<file path="config.mk">
export PLATFORM = sky130hd
export DESIGN_NAME = xm_pipe_buf
export DESIGN_NICKNAME = d
export VERILOG_FILES = /design/src/rtl/y86_pkg.sv /design/src/rtl/pipe_fifo.sv /design/src/rtl/xm_pipe_buf.sv
export SDC_FILE = /design/constraint.sdc
export NUM_CORES = 1
export LEC_CHECK = 0
export CAP_MARGIN = 20
export CORE_MARGIN = 5
export CORE_UTILIZATION = 30
export DETAILED_ROUTE_END_ITERATION = 6
export DONT_BUFFER_PORTS = 1
export GPL_TIMING_DRIVEN = 0
export SYNTH_ARGS = -nofsm -noshare
export SYNTH_HDL_FRONTEND = slang
export SYNTH_SLANG_ARGS = --single-unit
</file>
<file path="constraint.sdc">
create_clock -name clk -period 22.8 [get_ports clk]
set_input_delay 3.42 -clock clk [delete_from_list [all_inputs] [get_ports clk]]
set_output_delay 3.42 -clock clk [all_outputs]
set_load 0.02 [all_outputs]
</file>
<file path="src/rtl/y86_pkg.sv">
// Shared Y86 execute/memory pipeline definitions: status codes, the X->M entry type and its bubble form.
package y86_pkg;

    localparam logic [3:0] STAT_AOK  = 4'h1;
    localparam logic [3:0] STAT_HLT  = 4'h2;
    localparam logic [3:0] STAT_ADR  = 4'h3;
    localparam logic [3:0] STAT_INS  = 4'h4;
    localparam logic [3:0] ICODE_NOP = 4'h1;
    localparam logic [3:0] REG_NONE  = 4'hF;

    localparam int unsigned VAL_W_MAX = 64;
    localparam int unsigned HDR_W     = 21;

    typedef struct packed {
        logic [3:0]           stat;
        logic [3:0]           icode;
        logic [3:0]           ifun;
        logic [3:0]           destE;
        logic [3:0]           destM;
        logic                 cnd;
        logic [VAL_W_MAX-1:0] valA;
        logic [VAL_W_MAX-1:0] valE;
    } xm_entry_t;

    // NOP that writes no register and carries no data.
    function automatic xm_entry_t bubble_entry();
        xm_entry_t e;
        e       = '0;
        e.stat  = STAT_AOK;
        e.icode = ICODE_NOP;
        e.destE = REG_NONE;
        e.destM = REG_NONE;
        return e;
    endfunction

endpackage

</file>
<file path="src/rtl/pipe_fifo.sv">
// Circular entry storage with wrapping write/read pointers; occupancy is tracked by the caller.
module pipe_fifo #(
    parameter int unsigned DEPTH = 2,
    parameter int unsigned EW    = 8
) (
    input  logic          clk,
    input  logic          rst_n,
    input  logic          i_push,
    input  logic          i_pop,
    input  logic          i_flush,
    input  logic [EW-1:0] i_wdata,
    output logic [EW-1:0] o_rdata
);

    localparam int unsigned PW = (DEPTH > 1) ? $clog2(DEPTH) : 1;

    logic [EW-1:0] r_mem [DEPTH];
    logic [PW-1:0] r_wr_ptr;
    logic [PW-1:0] r_rd_ptr;

    // Wrap from DEPTH-1 to 0 so non power-of-two depths work.
    function automatic logic [PW-1:0] ptr_next(input logic [PW-1:0] p);
        return (p == PW'(DEPTH - 1)) ? '0 : p + PW'(1);
    endfunction

    always_ff @(posedge clk or negedge rst_n) begin
        if (!rst_n) begin
            r_wr_ptr <= '0;
            r_rd_ptr <= '0;
        end else if (i_flush) begin
            r_wr_ptr <= '0;
            r_rd_ptr <= '0;
        end else begin
            if (i_push) r_wr_ptr <= ptr_next(r_wr_ptr);
            if (i_pop)  r_rd_ptr <= ptr_next(r_rd_ptr);
        end
    end

    always_ff @(posedge clk) begin
        if (i_push && !i_flush) r_mem[r_wr_ptr] <= i_wdata;
    end

    assign o_rdata = r_mem[r_rd_ptr];

endmodule

</file>
<file path="src/rtl/xm_pipe_buf.sv">
// Execute-to-memory pipeline buffer with bubble injection, halt-on-fault and flush.
// Optional event counters (bubble_cnt, stall_cnt) are built when XM_PIPE_BUF_CNT_EN is defined.
module xm_pipe_buf
    import y86_pkg::*;
#(
    parameter int unsigned W     = 64,
    parameter int unsigned DEPTH = 2
) (
    input  logic                       clk,
    input  logic                       rst_n,
    input  logic                       in_valid,
    output logic                       in_ready,
    input  logic                       bubble,
    input  logic                       flush,
    input  logic [3:0]                 e_stat,
    input  logic [3:0]                 e_icode,
    input  logic [3:0]                 e_ifun,
    input  logic [3:0]                 e_destE,
    input  logic [3:0]                 e_destM,
    input  logic                       e_cnd,
    input  logic [W-1:0]               e_valA,
    input  logic [W-1:0]               e_valE,
    output logic                       out_valid,
    input  logic                       out_ready,
    output logic [3:0]                 M_stat,
    output logic [3:0]                 M_icode,
    output logic [3:0]                 M_ifun,
    output logic [3:0]                 M_destE,
    output logic [3:0]                 M_destM,
    output logic                       M_cnd,
    output logic [W-1:0]               M_valA,
    output logic [W-1:0]               M_valE,
`ifdef XM_PIPE_BUF_CNT_EN
    output logic [31:0]                bubble_cnt,
    output logic [31:0]                stall_cnt,
`endif
    output logic [$clog2(DEPTH+1)-1:0] count,
    output logic                       halted
);

    localparam int unsigned CW = $clog2(DEPTH + 1);
    localparam int unsigned EW = HDR_W + 2 * W;

    xm_entry_t     w_bub;
    logic [EW-1:0] w_bub_flat;
    logic [EW-1:0] w_wdata;
    logic [EW-1:0] w_rdata;
    logic          w_push;
    logic          w_pop;
    logic [CW-1:0] r_count;
    logic          r_halted;

    assign w_bub      = bubble_entry();
    assign w_bub_flat = {w_bub.stat, w_bub.icode, w_bub.ifun, w_bub.destE, w_bub.destM,
                         w_bub.cnd, W'(w_bub.valA), W'(w_bub.valE)};

    // A bubble consumes and drops whatever payload is on the execute side.
    always_comb begin
        w_wdata = {e_stat, e_icode, e_ifun, e_destE, e_destM, e_cnd, e_valA, e_valE};
        if (bubble) w_wdata = w_bub_flat;
    end

    assign in_ready  = (r_count < CW'(DEPTH)) && !r_halted;
    assign out_valid = (r_count != '0);
    assign w_push    = (in_valid || bubble) && in_ready && !flush;
    assign w_pop     = out_valid && out_ready && !flush;

    always_ff @(posedge clk or negedge rst_n) begin
        if (!rst_n) begin
            r_count  <= '0;
            r_halted <= 1'b0;
        end else if (flush) begin
            r_count  <= '0;
            r_halted <= 1'b0;
        end else begin
            if (w_push && !w_pop)      r_count <= r_count + CW'(1);
            else if (!w_push && w_pop) r_count <= r_count - CW'(1);
            if (w_push && (w_wdata[EW-1 -: 4] != STAT_AOK)) r_halted <= 1'b1;
        end
    end

    pipe_fifo #(
        .DEPTH (DEPTH),
        .EW    (EW)
    ) u_fifo (
        .clk     (clk),
        .rst_n   (rst_n),
        .i_push  (w_push),
        .i_pop   (w_pop),
        .i_flush (flush),
        .i_wdata (w_wdata),
        .o_rdata (w_rdata)
    );

    // Head entry straight from storage; bubble form whenever nothing is buffered.
    assign {M_stat, M_icode, M_ifun, M_destE, M_destM, M_cnd, M_valA, M_valE} =
        out_valid ? w_rdata : w_bub_flat;

    assign count  = r_count;
    assign halted = r_halted;

`ifdef XM_PIPE_BUF_CNT_EN
    logic [31:0] r_bubble_cnt;
    logic [31:0] r_stall_cnt;

    // Saturating event counters; only reset clears them.
    always_ff @(posedge clk or negedge rst_n) begin
        if (!rst_n) begin
            r_bubble_cnt <= '0;
            r_stall_cnt  <= '0;
        end else begin
            if (w_push && bubble && (r_bubble_cnt != '1))
                r_bubble_cnt <= r_bubble_cnt + 32'd1;
            if (in_valid && !in_ready && (r_stall_cnt != '1))
                r_stall_cnt <= r_stall_cnt + 32'd1;
        end
    end

    assign bubble_cnt = r_bubble_cnt;
    assign stall_cnt  = r_stall_cnt;
`endif

endmodule

</file>
==> impl_metrics.toml, run 1 <==
[placement]
portBuffers = 0
pre_cts_ws_ns = 16.38
dpl.hpwl_um = 21500
finalWeightedCongestion = 0.7217

[pwr]
power_frac_comb_pct = 12.8
netSwitchingFraction_pct = 24.97
intPower_uw = 1042
total_leakage_power_uw = 0.004805
cellPowerDensity_mw_per_mm2 = 94.81
ir_drop_mv = 0.07288
power.share.clock_pct = 39.9
total_switching_power_uw = 346.8
p_seq_share_pct = 47.3

[clocking]
clock_tree.htree_level_count = 2
tritoncts = "done"
cts_made_buffers = 35
holdBufCountCts = 0
cts-resized-gates = 0
clock_latency_ns = 0.52
clock_tree.root_cell = "sky130_fd_sc_hd__clkbuf_16"
clkSlewWorstSetupHoldPaths_ns = 0.06
clock_path_buffers = 3
postCtsSetupBuffers = 0
cts_sinks = 303

[timing]
layout_setup_ws_ns = 16.75
final.min_clock_period_ns = 6.046
setup-violations-final = 0
share_of_the_cycle_needed_by_the_critical_path_after_routing_pct = 26.52
max_slew.worst_pin.slew_ns = 0.7366
rsz_0062_raised_after_global_routing = "false"
slew_viol_final = 0
timing.setup.tns_ns = 0
post_route_clock_skew_ns = 0.01323
max_clock_freq_mhz = 165.4
maxSlewHeadroom_pct = 50.68
timing_hold_violations_final = 0

[setup_path]
startpoint_to_endpoint_class_of_the_critical_path = "flop to output port"
cp.arrival_ns = 2.63
crit_buf_inv = 2
critical_path_cell_sequence = "nor2_1, buf_2, buf_2, nor2_1"
timing.critical_path.from_type = "flop"
critical-path-max-stage-delay_ns = 0.53
crit_path_end_kind = "output port"
path_max_fanout = 10
cp_data_required_time_ns = 19.38
critPathTopFamily = "buffers and inverters"
crit_slowest_cell = "sky130_fd_sc_hd__nor2_1"

[logic_synthesis]
count_of_flip_flops_with_a_built_in_enable_after_synthesis = 298
number_of_nets_produced_by_synthesis = 981
synth_async_sr_flop_share_pct = 1.650
yosys_warnings = 0
netlist_area_sq_mm = 0.01246
postSynth.topFlopCell = "sky130_fd_sc_hd__edfxtp_1"
post_synth_inst_count = 826
average_footprint_of_a_synthesized_cell_sq_um = 15.09
synth-seq-cells = 303
synth.lib_cells_used.distinct = 24
synth-seq-area-share_pct = 72.80

[global_routing]
gr-usage-all-layers_pct = 12.46
globalRouteOverflowTotal = 0
number_of_antenna_violations_at_the_first_check_in_global_routing = 13
grt_util_met2_pct = 21.44
gr-usage-met3_pct = 4.857
grt_pass1_vias = 6978
top_usage_layer = "met2"
global_routing_met1_resource_utilization_pct = 14.08
grt_pass1_wl_um = 42700
grt_start_max_net_pins = 14

[route]
drt_wl_total_um = 29720
routed_wire_length_per_instance_um = 20.44
drt_drc_violations_left = 0
dr.first_iter.drc_count = 368
route.antenna.remaining_nets = 0
avgViaCountPerCell = 4.521
dr_total_vias = 6573
drt_pass1_iterations = 5

[outcome]
outcome = "completed"

[worst_hold_path]
worstHoldPathType = "flop to flop"

[final_layout]
most-common-layout-cells = "298 x sky130_fd_sc_hd__edfxtp_1, 149 x sky130_fd_sc_hd__mux2i_1, 144 x sky130_fd_sc_hd__nor2_1"
area.growth.synth_to_final_pct = 17.56
layout_commonest_cell = "sky130_fd_sc_hd__edfxtp_1"
final_layout_size_suffix_gt1_share_pct = 13.65
final_net_count = 1049
fillCellCount = 3913
multi_input_comb_area_sq_mm = 0.003133
sequential_cell_area_sq_mm = 0.009074

[floorplan]
die-area_sq_mm = 0.04572
core_area_sq_mm = 0.04092
die_height_um = 213.8
num_rows = 74
initial_core_utilization_pct = 30.45
die_width_um = 213.8
floorplan.io_pins = 309

[flow_run]
maxCapViolCount = 0
## tightest hold or removal path, stage by stage, from the launching register on
cell and delay (ns):
sky130_fd_sc_hd__dfrtp_1 0.40, sky130_fd_sc_hd__o21ai_0 0.09, sky130_fd_sc_hd__a21oi_1 0.06
## synth_stat cells (3+ instances only)
cell type                  count  area [sq um]
sky130_fd_sc_hd__edfxtp_1    298          8949
sky130_fd_sc_hd__inv_1         3         11.26
sky130_fd_sc_hd__clkbuf_1     18         67.56
sky130_fd_sc_hd__o21ai_0       3         15.01
sky130_fd_sc_hd__nor2_1      144         540.5
sky130_fd_sc_hd__buf_2        21         105.1
sky130_fd_sc_hd__nand2_1      11         41.29
sky130_fd_sc_hd__dfrtp_1       5         125.1
sky130_fd_sc_hd__buf_4        11         82.58
sky130_fd_sc_hd__nor2b_1     139         869.6
sky130_fd_sc_hd__mux2i_1     149          1491
sky130_fd_sc_hd__nor3_1        3         15.01
sky130_fd_sc_hd__or2_2        10         62.56
## kinds of logic after synthesis
kind of cell,count (synthesis),synth area share [%]
AND/OR/NAND/NOR,312,12.58
multiplexers,149,11.97
XOR/XNOR,1,0.07029
AO/OA/AOI/OAI,8,0.4417
flip-flops,303,72.80
buffers and inverters,53,2.138
## path summary, 6_finish.rpt
kind / start / to / slack [ns] / cells past startpoint
worst min-delay path: u_fifo.r_wr_ptr / u_fifo.r_wr_ptr / 0.58 / 2
min in group asynchronous: rst_n / count[0] / 2.59 / 0
worst max register to register: halted / u_fifo.r_mem[1][102] / 19.67 / 9
max in group asynchronous: rst_n / count[1] / 20.14 / 0
worst max-delay path: count[1] / M_valE[28] / 16.75 / 4
worst min register to register: u_fifo.r_wr_ptr / u_fifo.r_wr_ptr / 0.58 / 2
## power by group through the flow
| stage | sequential (uW) | combinational (uW) | clock (uW) |
|---|---|---|---|
| finish | 657 | 178 | 554 |
| detailed placement | 669 | 183 | 0 |
| CTS | 658 | 183 | 575 |
| global placement | 690 | 170 | 0 |
| floorplan | 680 | 133 | 0 |
| global route | 660 | 193 | 600 |
## stage by stage
stage / cells / instance area, sq um / power, uW / hold WS [ns] / utilization (%)
6_report: 1454 / 14650 / 1389 / 0.5802 / 35.80
5_1_grt: 1452 / 14650 / 1453 / 0.6444 / 35.79
4_1_cts: 1448 / 14640 / 1416 / 0.5832 / 35.77
3_5_place_dp: 1389 / 13500 / 852.3 / 0.5749 / 32.99
3_3_place_gp: 1358 / 13130 / 859.9 / 0.5472 / 32.08
2_1_floorplan: 826 / 12460 / 812.1 / 0.5289 / -
## layout make-up
type	instances	area share [%]
Tap cell	532	4.543
Sequential cell	303	61.93
Antenna cell	6	0.1025
Buffer	50	1.742
Inverter	3	0.07686
Clock inverter	14	1.238
Timing Repair Buffer	31	2.459
Clock buffer	45	6.524
Multi-Input combinational cell	470	21.38
## sequential cells by signal, summed over array words and instances, names as in the netlist
name / flops
count: 2
u_fifo.r_wr_ptr: 1
halted: 1
u_fifo.r_mem: 298
u_fifo.r_rd_ptr: 1
## per-layer routing
layer,routed length [um],vias to the layer above
met1,11300,3214
met2,14750,209
met5,62,-
met3,2744,57
li1,-,3083
met4,858,10
Note: power is estimated with default switching activity, not from simulation.
==> inputs of run 2 (changes only) <==
Clock period 22.8 ns to 5.8 ns, I/O delays scaled along.
==> impl_metrics.toml, run 2 (synthesis gave the netlist of run 1 again) <==
[outcome]
outcome = "completed"

[clocking]
clock_latency_ns = 0.52
postCtsSetupBuffers = 0
clock_tree.htree_level_count = 2
clock_path_buffers = 3
holdBufCountCts = 1
tritoncts = "done"
clkSlewWorstSetupHoldPaths_ns = 0.06
cts_made_buffers = 35
cts-resized-gates = 0
clock_tree.root_cell = "sky130_fd_sc_hd__clkbuf_16"
cts_sinks = 303

[setup_path]
crit_slowest_cell = "sky130_fd_sc_hd__dfrtp_1"
crit_path_end_kind = "output port"
startpoint_to_endpoint_class_of_the_critical_path = "flop to output port"
timing.critical_path.from_type = "flop"
critical-path-max-stage-delay_ns = 0.52
crit_buf_inv = 2
path_max_fanout = 10
critical_path_cell_sequence = "nor2_1, buf_2, buf_2, nor2_1"
cp_data_required_time_ns = 4.93
critPathTopFamily = "buffers and inverters"
cp.arrival_ns = 2.59

[floorplan]
die_width_um = 213.8
die-area_sq_mm = 0.04572
floorplan.io_pins = 309
initial_core_utilization_pct = 30.45
core_area_sq_mm = 0.04092
die_height_um = 213.8
num_rows = 74

[timing]
final.min_clock_period_ns = 3.456
max_clock_freq_mhz = 289.4
timing_hold_violations_final = 0
maxSlewHeadroom_pct = 56.66
rsz_0062_raised_after_global_routing = "false"
setup-violations-final = 0
layout_setup_ws_ns = 2.344
share_of_the_cycle_needed_by_the_critical_path_after_routing_pct = 59.58
post_route_clock_skew_ns = 0.01408
slew_viol_final = 0
max_slew.worst_pin.slew_ns = 0.6477
timing.setup.tns_ns = 0

[flow_run]
maxCapViolCount = 0

[placement]
placedInstanceArea_sq_mm = 0.01363
dpl.hpwl_um = 20910
portBuffers = 0
finalWeightedCongestion = 0.7157
pre_cts_ws_ns = 2.045

[final_layout]
area.growth.synth_to_final_pct = 18.63
final_util_pct = 36.13
layout_commonest_cell = "sky130_fd_sc_hd__edfxtp_1"
most-common-layout-cells = "298 x sky130_fd_sc_hd__edfxtp_1, 149 x sky130_fd_sc_hd__mux2i_1, 144 x sky130_fd_sc_hd__nor2_1"
final_area_sq_mm = 0.01479
final_net_count = 1040
fillCellCount = 3956
top_register = "u_fifo.r_mem"
largest_register_ffs = 298
final_layout_size_suffix_gt1_share_pct = 12.95

[route]
drt_pass1_iterations = 4
drt_drc_violations_left = 0
avgViaCountPerCell = 4.559
dr_total_vias = 6615
drt_wl_total_um = 29700
dr.first_iter.drc_count = 244
routed_wire_length_per_instance_um = 20.47
route.antenna.remaining_nets = 0

[pwr]
cellPowerDensity_mw_per_mm2 = 369.7
ir_drop_mv = 0.2484
total_leakage_power_uw = 0.004830
power.total_uw = 5466

[global_routing]
grt_pass1_vias = 6983
number_of_antenna_violations_at_the_first_check_in_global_routing = 11
grt_start_max_net_pins = 20
gr-usage-all-layers_pct = 12.31
grt_pass1_wl_um = 42410
globalRouteOverflowTotal = 0

[worst_hold_path]
worstHoldPathType = "input pin to flop"
## run 2: layout make-up
type,instances,area [sq um],share of cell area [%]
Sequential cell,303,9074,61.37
Multi-Input combinational cell,470,3146,21.27
Clock buffer,44,952.2,6.440
Tap cell,532,665.6,4.502
Timing Repair Buffer,22,488.0,3.300
Buffer,50,255.2,1.726
Clock inverter,19,173.9,1.176
Antenna cell,8,20.02,0.1354
Inverter,3,11.26,0.07616
## run 2: stage by stage
stage	hold WS, ns	std cells
2_1_floorplan	0.5744	826
3_3_place_gp	0.5746	1358
3_5_place_dp	0.5747	1379
4_1_cts	0.3587	1443
5_1_grt	0.3650	1448
6_report	0.4036	1451
## run 2: power breakdown
group | switching [uW] | leakage (uW) | total [uW] | internal [uW]
Sequential | 32.1 | 0.00286 | 2580 | 2550
Clock | 862 | 0.000545 | 2160 | 1300
Combinational | 501 | 0.00143 | 722 | 221
## run 2: path summary, 6_finish.rpt
path,startpoint,end,slack (ns),cells after the start
setup / recovery,count[0],M_valE[30],2.34,4
min in group asynchronous,rst_n,halted,0.66,1
setup reg to reg,count[1],u_fifo.r_mem[1][85],2.84,8
hold reg to reg,u_fifo.r_wr_ptr,u_fifo.r_wr_ptr,0.61,2
hold / removal,flush,u_fifo.r_wr_ptr,0.40,1
max in group asynchronous,rst_n,u_fifo.r_rd_ptr,4.92,1
## run 2: per-layer routing
metal | share of wire, % | track usage [%] | vias up
met4 | 2.7 | 3.947 | 12
met5 | 0.22 | 0 | -
met3 | 11 | 6.218 | 64
li1 | - | - | 3077
met1 | 38 | 13.92 | 3228
met2 | 48 | 20.41 | 234
==> inputs of run 3 (changes only) <==
Clock period 5.8 ns to 3.3 ns, I/O delays scaled along.
==> impl_metrics.toml, run 3 (synthesis gave the netlist of run 1 again) <==
[outcome]
outcome = "completed"

[placement]
placedInstanceArea_sq_mm = 0.01361
dpl.hpwl_um = 21370
finalWeightedCongestion = 0.7232
pre_cts_ws_ns = 0.2548
portBuffers = 0

[global_routing]
number_of_antenna_violations_at_the_first_check_in_global_routing = 11
globalRouteOverflowTotal = 0
grt_pass1_vias = 7030
gr-usage-all-layers_pct = 12.58
grt_pass1_wl_um = 43350
grt_start_max_net_pins = 19

[setup_path]
cp_data_required_time_ns = 2.80
crit_path_end_kind = "output port"
critical_path_cell_sequence = "nor2_2, buf_2, buf_2, nor2_1"
crit_buf_inv = 2
timing.critical_path.from_type = "flop"
startpoint_to_endpoint_class_of_the_critical_path = "flop to output port"
cell_occurring_most_often_along_the_worst_timing_path = "sky130_fd_sc_hd__buf_2"
worstReg2RegEnd = "u_fifo.r_mem[0][66]"
critical-path-max-stage-delay_ns = 0.52
worstSetupStartpoint = "count[0]"
r2r-start = "count[1]"
crit_slowest_cell = "sky130_fd_sc_hd__dfrtp_1"
timing.reg2reg.worst_path_depth = 8
cp.arrival_ns = 2.44
path_max_fanout = 10
regToRegSetupSlack_ns = 0.61
critPathTopFamily = "buffers and inverters"

[worst_hold_path]
min_delay_worst_endpoint = "count[0]"
worstHoldPathType = "input pin to flop"
holdPathStages = 1
hold_start = "flush"

[pwr]
power_frac_comb_pct = 13.1
netSwitchingFraction_pct = 25.38
total_leakage_power_uw = 0.004844
intPower_uw = 7243
cellPowerDensity_mw_per_mm2 = 655.3
ir_drop_mv = 0.4176
power.share.clock_pct = 40.1
p_seq_share_pct = 46.8
total_switching_power_uw = 2463

[route]
routed_wire_length_per_instance_um = 20.68
drt_pass1_iterations = 4
drt_wl_total_um = 29980
drt_drc_violations_left = 0
avgViaCountPerCell = 4.572
route.antenna.remaining_nets = 0
dr.first_iter.drc_count = 368
dr_total_vias = 6629

[timing]
maxSlewHeadroom_pct = 44.63
hold-worst-slack_ns = 0.04505
max_slew.worst_pin.slew_ns = 0.8279
rsz_0062_raised_after_global_routing = "false"
timing.setup.tns_ns = 0
setup-violations-final = 0
final.min_clock_period_ns = 2.931
max_clock_freq_mhz = 341.1
layout_setup_ws_ns = 0.3687
timing_hold_violations_final = 0
slew_viol_final = 0
post_route_clock_skew_ns = 0.006412
share_of_the_cycle_needed_by_the_critical_path_after_routing_pct = 88.83

[clocking]
clock_path_buffers = 3
postCtsSetupBuffers = 0
cts_sinks = 303
clock_tree.root_cell = "sky130_fd_sc_hd__clkbuf_16"
cts_made_buffers = 36
clock_tree.htree_level_count = 2
clkSlewWorstSetupHoldPaths_ns = 0.06
tritoncts = "done"
clock_latency_ns = 0.52

[floorplan]
die-area_sq_mm = 0.04572
floorplan.io_pins = 309
core_area_sq_mm = 0.04092
die_width_um = 213.8
num_rows = 74
die_height_um = 213.8
initial_core_utilization_pct = 30.45

[flow_run]
maxCapViolCount = 0

[final_layout]
final_net_count = 1041
final_layout_size_suffix_gt1_share_pct = 13.71
area.growth.synth_to_final_pct = 18.84
final_area_sq_mm = 0.01481
largest_register_ffs = 298
fillCellCount = 3885
layout_commonest_cell = "sky130_fd_sc_hd__edfxtp_1"
top_register = "u_fifo.r_mem"
final_util_pct = 36.19
most-common-layout-cells = "298 x sky130_fd_sc_hd__edfxtp_1, 149 x sky130_fd_sc_hd__mux2i_1, 143 x sky130_fd_sc_hd__nor2_1"
## run 3: cell count changes in the layout (fill, tap and decap cells not counted), moves of 2 or more
cell                      delta
sky130_fd_sc_hd__dfrtp_1     -2
sky130_fd_sc_hd__dfrtp_2     +2
sky130_fd_sc_hd__inv_6       +2
sky130_fd_sc_hd__buf_16      -2
sky130_fd_sc_hd__diode_2     -2
## run 3: worst max-delay path by stage
stage                                      end  slack [ns]  cells after the start
after floorplan             u_fifo.r_mem[1][0]       -1.83                      4
after global placement    u_fifo.r_mem[1][101]       -4.70                      4
after detailed placement   u_fifo.r_mem[0][66]        0.25                      8
after CTS                           M_valE[42]        0.14                      4
after global routing                M_valE[35]        0.11                      4
final                               M_valE[42]        0.37                      4
## run 3: per-stage QoR
step / instances / power (uW)
2_1_floorplan: 826 / 5560
3_3_place_gp: 1358 / 5851
3_5_place_dp: 1378 / 5930
4_1_cts: 1444 / 9887
5_1_grt: 1448 / 10120
6_report: 1450 / 9706
## run 3: final cells by class
type / instances / area, sq um / share of cell area, %
clock buffer: 43 / 948.4 / 6.403
sequential: 303 / 9076 / 61.28
inverter: 3 / 16.27 / 0.1098
buffer: 50 / 257.7 / 1.740
clock inverter: 21 / 215.2 / 1.453
timing repair buffer: 22 / 457.9 / 3.092
tap: 532 / 665.6 / 4.494
antenna: 6 / 15.01 / 0.1014
multi-input combinational: 470 / 3159 / 21.33
## run 3: metal layers
metal / up-vias / part of all wire, % / GRT usage [%]
met3: 66 / 10 / 5.911
met5: - / 0.25 / 0
met4: 12 / 2.7 / 4.167
li1: 3083 / - / -
met1: 3223 / 38 / 14.37
met2: 245 / 49 / 20.95
## run 3: power by group through the flow
stage | clock (uW) | sequential (uW) | combinational (uW)
3_3_place_gp | 0 | 4660 | 1190
4_1_cts | 4030 | 4550 | 1310
5_1_grt | 4180 | 4560 | 1380
6_report | 3890 | 4540 | 1270
3_5_place_dp | 0 | 4630 | 1300
2_1_floorplan | 0 | 4640 | 924
## run 3: timing repair
action,4_1_cts,5_1_grt
setup endpoints to repair,23,0
gates resized for setup,1,0
hold buffers,2,0
hold endpoints to repair,8,0
## run 3: worst register-to-register path, stage by stage, from the launching register on
cell                      delay, ns
sky130_fd_sc_hd__dfrtp_2       0.50
sky130_fd_sc_hd__or2_4         0.32
sky130_fd_sc_hd__inv_6         0.09
sky130_fd_sc_hd__o21ai_4       0.08
sky130_fd_sc_hd__nor3_4        0.65
sky130_fd_sc_hd__buf_16        0.24
sky130_fd_sc_hd__buf_8         0.17
sky130_fd_sc_hd__buf_16        0.18
sky130_fd_sc_hd__buf_16        0.18
